$ cat src/rtl/coin_acceptor_if.sv
// Sensor/handshake bundle between the coin acceptor and whatever drives it.
// The master side owns the raw sensors and accept_en; the slave side is the acceptor.
interface coin_acceptor_if;
  logic       coin1_raw;
  logic       coin2_raw;
  logic       accept_en;
  logic [1:0] coin_code;
  logic       coin_valid;
  logic       coin_reject;
  logic       jam;
  logic [7:0] coin_total;

  modport master (
    output coin1_raw, coin2_raw, accept_en,
    input  coin_code, coin_valid, coin_reject, jam, coin_total
  );

  modport slave (
    input  coin1_raw, coin2_raw, accept_en,
    output coin_code, coin_valid, coin_reject, jam, coin_total
  );
endinterface

$ cat src/rtl/coin_acceptor.sv
// Debounced two-sensor coin acceptor: synchronises the raw sensors, qualifies a
// single coin, emits a one-cycle coin code, and flags jams and double insertions.
module coin_acceptor #(
  parameter int DEBOUNCE_CYCLES = 4,
  parameter int MIN_GAP         = 2,
  parameter int JAM_CYCLES      = 64
) (
  input  logic          clk,
  input  logic          reset,
  coin_acceptor_if.slave bus
);

  localparam int JW = $clog2(JAM_CYCLES) + 1;
  localparam logic [7:0]    DEB_LAST = 8'(DEBOUNCE_CYCLES - 1);
  localparam logic [7:0]    GAP_LAST = 8'(MIN_GAP - 1);
  localparam logic [JW-1:0] JAM_LAST = JW'(JAM_CYCLES - 1);

  typedef enum logic [2:0] {
    IDLE, DEBOUNCE, EMIT, WAIT_RELEASE, GAP, JAM
  } state_t;

  logic [1:0] raw;
  logic [1:0] sync;
  logic       s1, s2;

  assign raw = {bus.coin2_raw, bus.coin1_raw};

  genvar gi;
  generate
    for (gi = 0; gi < 2; gi++) begin : g_sync
      logic meta_reg;
      logic sync_reg;
      always_ff @(posedge clk) begin
        if (reset) begin
          meta_reg <= 1'b0;
          sync_reg <= 1'b0;
        end else begin
          meta_reg <= raw[gi];
          sync_reg <= meta_reg;
        end
      end
      assign sync[gi] = sync_reg;
    end
  endgenerate

  assign s1 = sync[0];
  assign s2 = sync[1];

  state_t        state_reg, state_next;
  logic [7:0]    cnt_reg, cnt_next;
  logic [JW-1:0] jam_cnt_reg, jam_cnt_next;
  logic          cand_reg, cand_next;   // 0 = Re.1 sensor, 1 = Rs.2 sensor
  logic          reject_next;
  logic          cand_hi, other_hi;

  logic [1:0] coin_code_reg;
  logic       coin_valid_reg;
  logic       coin_reject_reg;
  logic       jam_reg;
  logic [7:0] total_reg, total_next;
  logic [8:0] total_sum;

  assign cand_hi  = cand_reg ? s2 : s1;
  assign other_hi = cand_reg ? s1 : s2;

  always_comb begin
    state_next   = state_reg;
    cnt_next     = cnt_reg;
    jam_cnt_next = jam_cnt_reg;
    cand_next    = cand_reg;
    reject_next  = 1'b0;
    case (state_reg)
      IDLE: begin
        if (s1 && s2) begin
          state_next   = WAIT_RELEASE;
          reject_next  = 1'b1;
          jam_cnt_next = '0;
        end else if (s1 || s2) begin
          if (bus.accept_en) begin
            state_next = DEBOUNCE;
            cand_next  = s2;
            cnt_next   = '0;
          end else begin
            state_next   = WAIT_RELEASE;
            reject_next  = 1'b1;
            jam_cnt_next = '0;
          end
        end
      end
      DEBOUNCE: begin
        // A second sensor during qualification is a double insertion, even if
        // the first one drops in the same cycle.
        if (other_hi) begin
          state_next   = WAIT_RELEASE;
          reject_next  = 1'b1;
          jam_cnt_next = '0;
        end else if (!cand_hi) begin
          state_next = IDLE;
        end else if (cnt_reg == DEB_LAST) begin
          state_next = EMIT;
        end else begin
          cnt_next = cnt_reg + 8'd1;
        end
      end
      EMIT: begin
        state_next   = WAIT_RELEASE;
        jam_cnt_next = '0;
      end
      WAIT_RELEASE: begin
        if (!s1 && !s2) begin
          state_next = GAP;
          cnt_next   = '0;
        end else if (jam_cnt_reg == JAM_LAST) begin
          state_next = JAM;
          cnt_next   = '0;
        end else begin
          jam_cnt_next = jam_cnt_reg + 1'b1;
        end
      end
      GAP: begin
        if (cnt_reg == GAP_LAST) begin
          state_next = IDLE;
        end else begin
          cnt_next = cnt_reg + 8'd1;
        end
      end
      JAM: begin
        if (s1 || s2) begin
          cnt_next = '0;
        end else if (cnt_reg == DEB_LAST) begin
          state_next = GAP;
          cnt_next   = '0;
        end else begin
          cnt_next = cnt_reg + 8'd1;
        end
      end
      default: state_next = IDLE;
    endcase
  end

  always_comb begin
    total_sum  = {1'b0, total_reg} + (cand_reg ? 9'd2 : 9'd1);
    total_next = total_reg;
    if (state_next == EMIT) begin
      total_next = total_sum[8] ? 8'd255 : total_sum[7:0];
    end
  end

  always_ff @(posedge clk) begin
    if (reset) begin
      state_reg       <= IDLE;
      cnt_reg         <= '0;
      jam_cnt_reg     <= '0;
      cand_reg        <= 1'b0;
      coin_code_reg   <= 2'd0;
      coin_valid_reg  <= 1'b0;
      coin_reject_reg <= 1'b0;
      jam_reg         <= 1'b0;
      total_reg       <= 8'd0;
    end else begin
      state_reg       <= state_next;
      cnt_reg         <= cnt_next;
      jam_cnt_reg     <= jam_cnt_next;
      cand_reg        <= cand_next;
      coin_code_reg   <= (state_next == EMIT) ? (cand_next ? 2'd2 : 2'd1) : 2'd0;
      coin_valid_reg  <= (state_next == EMIT);
      coin_reject_reg <= reject_next;
      jam_reg         <= (state_next == JAM);
      total_reg       <= total_next;
    end
  end

  assign bus.coin_code   = coin_code_reg;
  assign bus.coin_valid  = coin_valid_reg;
  assign bus.coin_reject = coin_reject_reg;
  assign bus.jam         = jam_reg;
  assign bus.coin_total  = total_reg;

endmodule
$ cat src/flat_wrapper.sv
// flat-port wrapper written by rule: the top's interface ports become plain ports
module coin_acceptor_flat 
#(
  parameter int DEBOUNCE_CYCLES = 4,
  parameter int MIN_GAP         = 2,
  parameter int JAM_CYCLES      = 64
)
  (clk, reset, bus_coin1_raw, bus_coin2_raw, bus_accept_en, bus_coin_code, bus_coin_valid, bus_coin_reject, bus_jam, bus_coin_total);
  coin_acceptor_if bus_i ();
  input  logic clk;
  input  logic reset;
  input wire logic [$bits(bus_i.coin1_raw)-1:0] bus_coin1_raw;
  input wire logic [$bits(bus_i.coin2_raw)-1:0] bus_coin2_raw;
  input wire logic [$bits(bus_i.accept_en)-1:0] bus_accept_en;
  output wire logic [$bits(bus_i.coin_code)-1:0] bus_coin_code;
  output wire logic [$bits(bus_i.coin_valid)-1:0] bus_coin_valid;
  output wire logic [$bits(bus_i.coin_reject)-1:0] bus_coin_reject;
  output wire logic [$bits(bus_i.jam)-1:0] bus_jam;
  output wire logic [$bits(bus_i.coin_total)-1:0] bus_coin_total;
  assign bus_i.coin1_raw = bus_coin1_raw;
  assign bus_i.coin2_raw = bus_coin2_raw;
  assign bus_i.accept_en = bus_accept_en;
  assign bus_coin_code = bus_i.coin_code;
  assign bus_coin_valid = bus_i.coin_valid;
  assign bus_coin_reject = bus_i.coin_reject;
  assign bus_jam = bus_i.jam;
  assign bus_coin_total = bus_i.coin_total;
  coin_acceptor #(.DEBOUNCE_CYCLES(DEBOUNCE_CYCLES), .MIN_GAP(MIN_GAP), .JAM_CYCLES(JAM_CYCLES)) u_core (.clk(clk), .reset(reset), .bus(bus_i));
endmodule
$ cat config.mk
export PLATFORM = sky130hd
export DESIGN_NAME = coin_acceptor_flat
export DESIGN_NICKNAME = d
export VERILOG_FILES = /design/src/rtl/coin_acceptor_if.sv /design/src/rtl/coin_acceptor.sv /design/src/flat_wrapper.sv
export SDC_FILE = /design/constraint.sdc
export NUM_CORES = 1
export LEC_CHECK = 0
export CORE_UTILIZATION = 35
export CTS_BUF_LIST = sky130_fd_sc_hd__clkbuf_8
export CTS_CLUSTER_SIZE = 28
export DETAILED_ROUTE_END_ITERATION = 8
export HOLD_SLACK_MARGIN = 0.15
export PLACE_DENSITY = 0.58
export SYNTH_ARGS = -nofsm -noshare
export SYNTH_HDL_FRONTEND = slang
export SYNTH_SLANG_ARGS = --single-unit
export TNS_END_PERCENT = 5
$ cat constraint.sdc
create_clock -name clk -period 2.8 [get_ports clk]
set_input_delay 0.7 -clock clk [delete_from_list [all_inputs] [get_ports clk]]
set_output_delay 0.7 -clock clk [all_outputs]
set_load 0.1 [all_outputs]
==> summary.md <==
| Metric | Value |
|---|---|
| Static Leak | 0.834 nW |
| Power Dens Cells | 482 mW/mm2 |
| Seq pwr share | 49.3% |
| Final Cycle Share | 82.4% |
| GR Util All Layers | 15.9% |
| Synthesized area | 0.00198 mm2 |
| Top FF cell, synth | dfxtp_1 |
| CP arrival | 2.53 ns |
| Row count | 27 |
| Slowest CP cell | dfxtp_1 |
| RSZ-0062 raised after global routing | false |
| Core area | 0.00547 mm2 |
| Root Buffer | clkbuf_8 |
| Layout Cells excl Fill | 323 |
| Post-synth top area share | 36.4% |
| Largest net degree at the start of global routing | 21 |
| Post-detail-place hpwl | 3010 um |
| Num CTS Buffers | 5 |
| Combinational Power Share | 15.3% |
| Data required, critical path | 3.03 ns |
| Reg clk slew, reported paths | 0.07 ns |
| EDFF count, synth | 0 |
| Total power | 1.10 mW |
| Status | finished, final reports clean |
| Syn Inst Count | 232 |
| Slew @ Worst Pin | 0.566 ns |
| Number of routed nets with antenna violations | 0 |
| Clk network pwr share | 35.4% |
| NetSw | 317 uW |
| Total number of vias | 1737 |
| DIE AREA | 0.00596 mm2 |
| FILL cells | 560 |
| Post-CTS sizing | 0 |
| Avg Vias per Cell | 5.38 |
| Final hold vios | 0 |
| Place WS | 0.256 ns |
| Post-CTS setup buffers | 0 |
| Routed wire per std cell | 13.6 um |
| #FFs+latches synth | 36 |
| WHS | 0.442 ns |
| Post-route setup slack | 0.494 ns |
| Clock Latency Late Sink | 0.29 ns |
| Die width | 77.2 um |
| DP Area | 0.00218 mm2 |
| Max VDD drop | 0.313 mV |
| Highest Clock Rate | 434 MHz |
| Clock Sinks | 36 |
| Vias in the first global route | 1616 |
| Crit path launch type | flop |
| Placer congestion estimate | 0.824 |
| Post-Syn Nets | 243 |
| CP Class | flop to flop |
| Synth top cells by count | 36 x dfxtp_1, 23 x nor2_1, 15 x a21oi_1, 15 x nand2_1, 13 x nor2b_1 |
| Fin nets | 261 |
| Placed cell count | 315 |
| Setup_tns | 0 ns |
| Drt total wl | 4390 um |
| Unique masters post-synth | 53 |
| Critical-path maximum fanout | 15 |
| Die Ht | 77.2 um |
| Max-cap viol count | 0 |
| Grt ovf | 0 |
| Initial Util | 36.2% |
| Critical path capture point type | flop |
| Critical-path cell list | or3b_1 > a32oi_1 > o22ai_1 > or3_4 > or3_1 > a21oi_1 |
| Switch share | 28.9% |
| Number of I/O pins | 18 |
| First-pass GRT wire length | 7590 um |
| Count leader, synth | dfxtp_1 |
| Post-synthesis sequential area ratio | 36.4% |
| Cts hold-fix bufs | 0 |
| Cell-internal power | 780 uW |
| Antenna cells | 0 |
| Buffers added on ports | 17 |
| Minimum clock period | 2.31 ns |
| YS warnings | 0 |
| Initial antenna violation count | 0 |
| Main area contributors after synthesis | dfxtp_1 36%, nor2_1 4.4%, nor2b_1 4.1%, a21oi_1 3.8%, ha_1 3.2% |
| Post-route DRC | 0 |
| TritonCTS clock tree | built |
| Leading area contributor after synthesis | dfxtp_1 |
| Share of layout cells above drive strength 1 | 13.5% |
| Slowest Stage Delay on Critical Path | 0.61 ns |
| Initial drt markers | 70 |
| CTS Buffer Depth | 2 |
| H-tree depth | 2 |
| Syn_area_per_cell | 8.53 um2 |
| Setup violators final | 0 |
| Area Growth Syn to Fin | 14.9% |
| Class of the worst hold path | flop to flop |
| Setup Skew | 0.00516 ns |
| Worst slew margin | 62.0% |
| Slew Viols, Final | 0 |
| Utilization after layout | 41.6% |
| Fin area | 0.00227 mm2 |
| Pre-Repair DR Iteration Count | 5 |
| Async SR Flop Fraction | 0% |
==> final timing paths <==
check	slack (ns)	from	to	cells after the start
worst max-delay path	0.49	u_core.g_sync[0].sync_reg	u_core.cnt_reg[3]	6
worst min-delay path	0.44	u_core.g_sync[1].meta_reg	u_core.g_sync[1].sync_reg	1
worst max register to register	0.49	u_core.g_sync[0].sync_reg	u_core.cnt_reg[3]	6
worst min register to register	0.44	u_core.g_sync[1].meta_reg	u_core.g_sync[1].sync_reg	1
==> final cells by class <==
type                       instances  area (um2)  share of cell area, %
multi-input combinational        173        1150                   50.4
timing repair buffer              23         183                   8.03
sequential                        36         721                   31.7
inverter                          11        41.3                   1.82
clock buffer                       6        82.6                   3.63
clock inverter                     2        10.0                  0.440
tap                               72        90.1                   3.96
==> per-layer routing <==
| layer | wire length, um | track usage [%] | share of wire (%) |
|---|---|---|---|
| met1 | 2170 | 20.8 | 49 |
| met4 | 59 | 6.60 | 1.3 |
| met5 | 0 | 0 | 0 |
| met3 | 156 | 3.81 | 3.6 |
| met2 | 2000 | 24.8 | 46 |
==> cells in the final DEF (no fill, tap or decap), types with 2 or more instances in the layout <==
cell type and instances:
clkbuf_8 6, and3_1 7, clkdlybuf4s50_1 4, or3_1 6
mux2i_1 3, buf_4 19, nor2b_1 13, clkinv_2 2
nor4bb_1 2, dfxtp_1 36, xor2_1 6, nand2b_1 2
a31oi_1 4, a21oi_1 15, and2_1 2, nand3_1 6
nand2_1 15, nor2_1 23, o21bai_1 2, nor3_1 4
o21ai_0 5, nand4_1 6, o22ai_1 3, and3b_1 2
or3b_1 2, inv_1 11, o31ai_1 3, a211oi_1 4
ha_1 5, o21a_1 2, a41oi_1 4, nor3b_1 2
a311oi_1 6
==> power groups by stage <==
stage | clock network [mW] | logic (mW) | registers [mW]
2_1_floorplan | 0 | 0.101 | 0.580
3_3_place_gp | 0 | 0.167 | 0.552
3_5_place_dp | 0 | 0.169 | 0.552
4_1_cts | 0.403 | 0.170 | 0.540
5_1_grt | 0.426 | 0.186 | 0.543
6_report | 0.388 | 0.168 | 0.541
==> worst max-delay path: cells and delay by family (launching register included) <==
family	cells	cell delay, ns
AOI/OAI and AO/OA	3	0.48
DFF	1	0.61
and+or+nand+nor	3	1.14
==> logic make-up after synthesis <==
family	Yosys count	synth area share [%]
adder cells (fa/ha/maj)	6	4.17
flip-flops	36	36.4
AO/OA/AOI/OAI	57	20.5
AND/OR/NAND/NOR	100	28.7
buffers and inverters	23	5.63
multiplexers	3	1.52
XOR/XNOR	7	3.10
No activity file was read; power rests on OpenSTA's default activity.
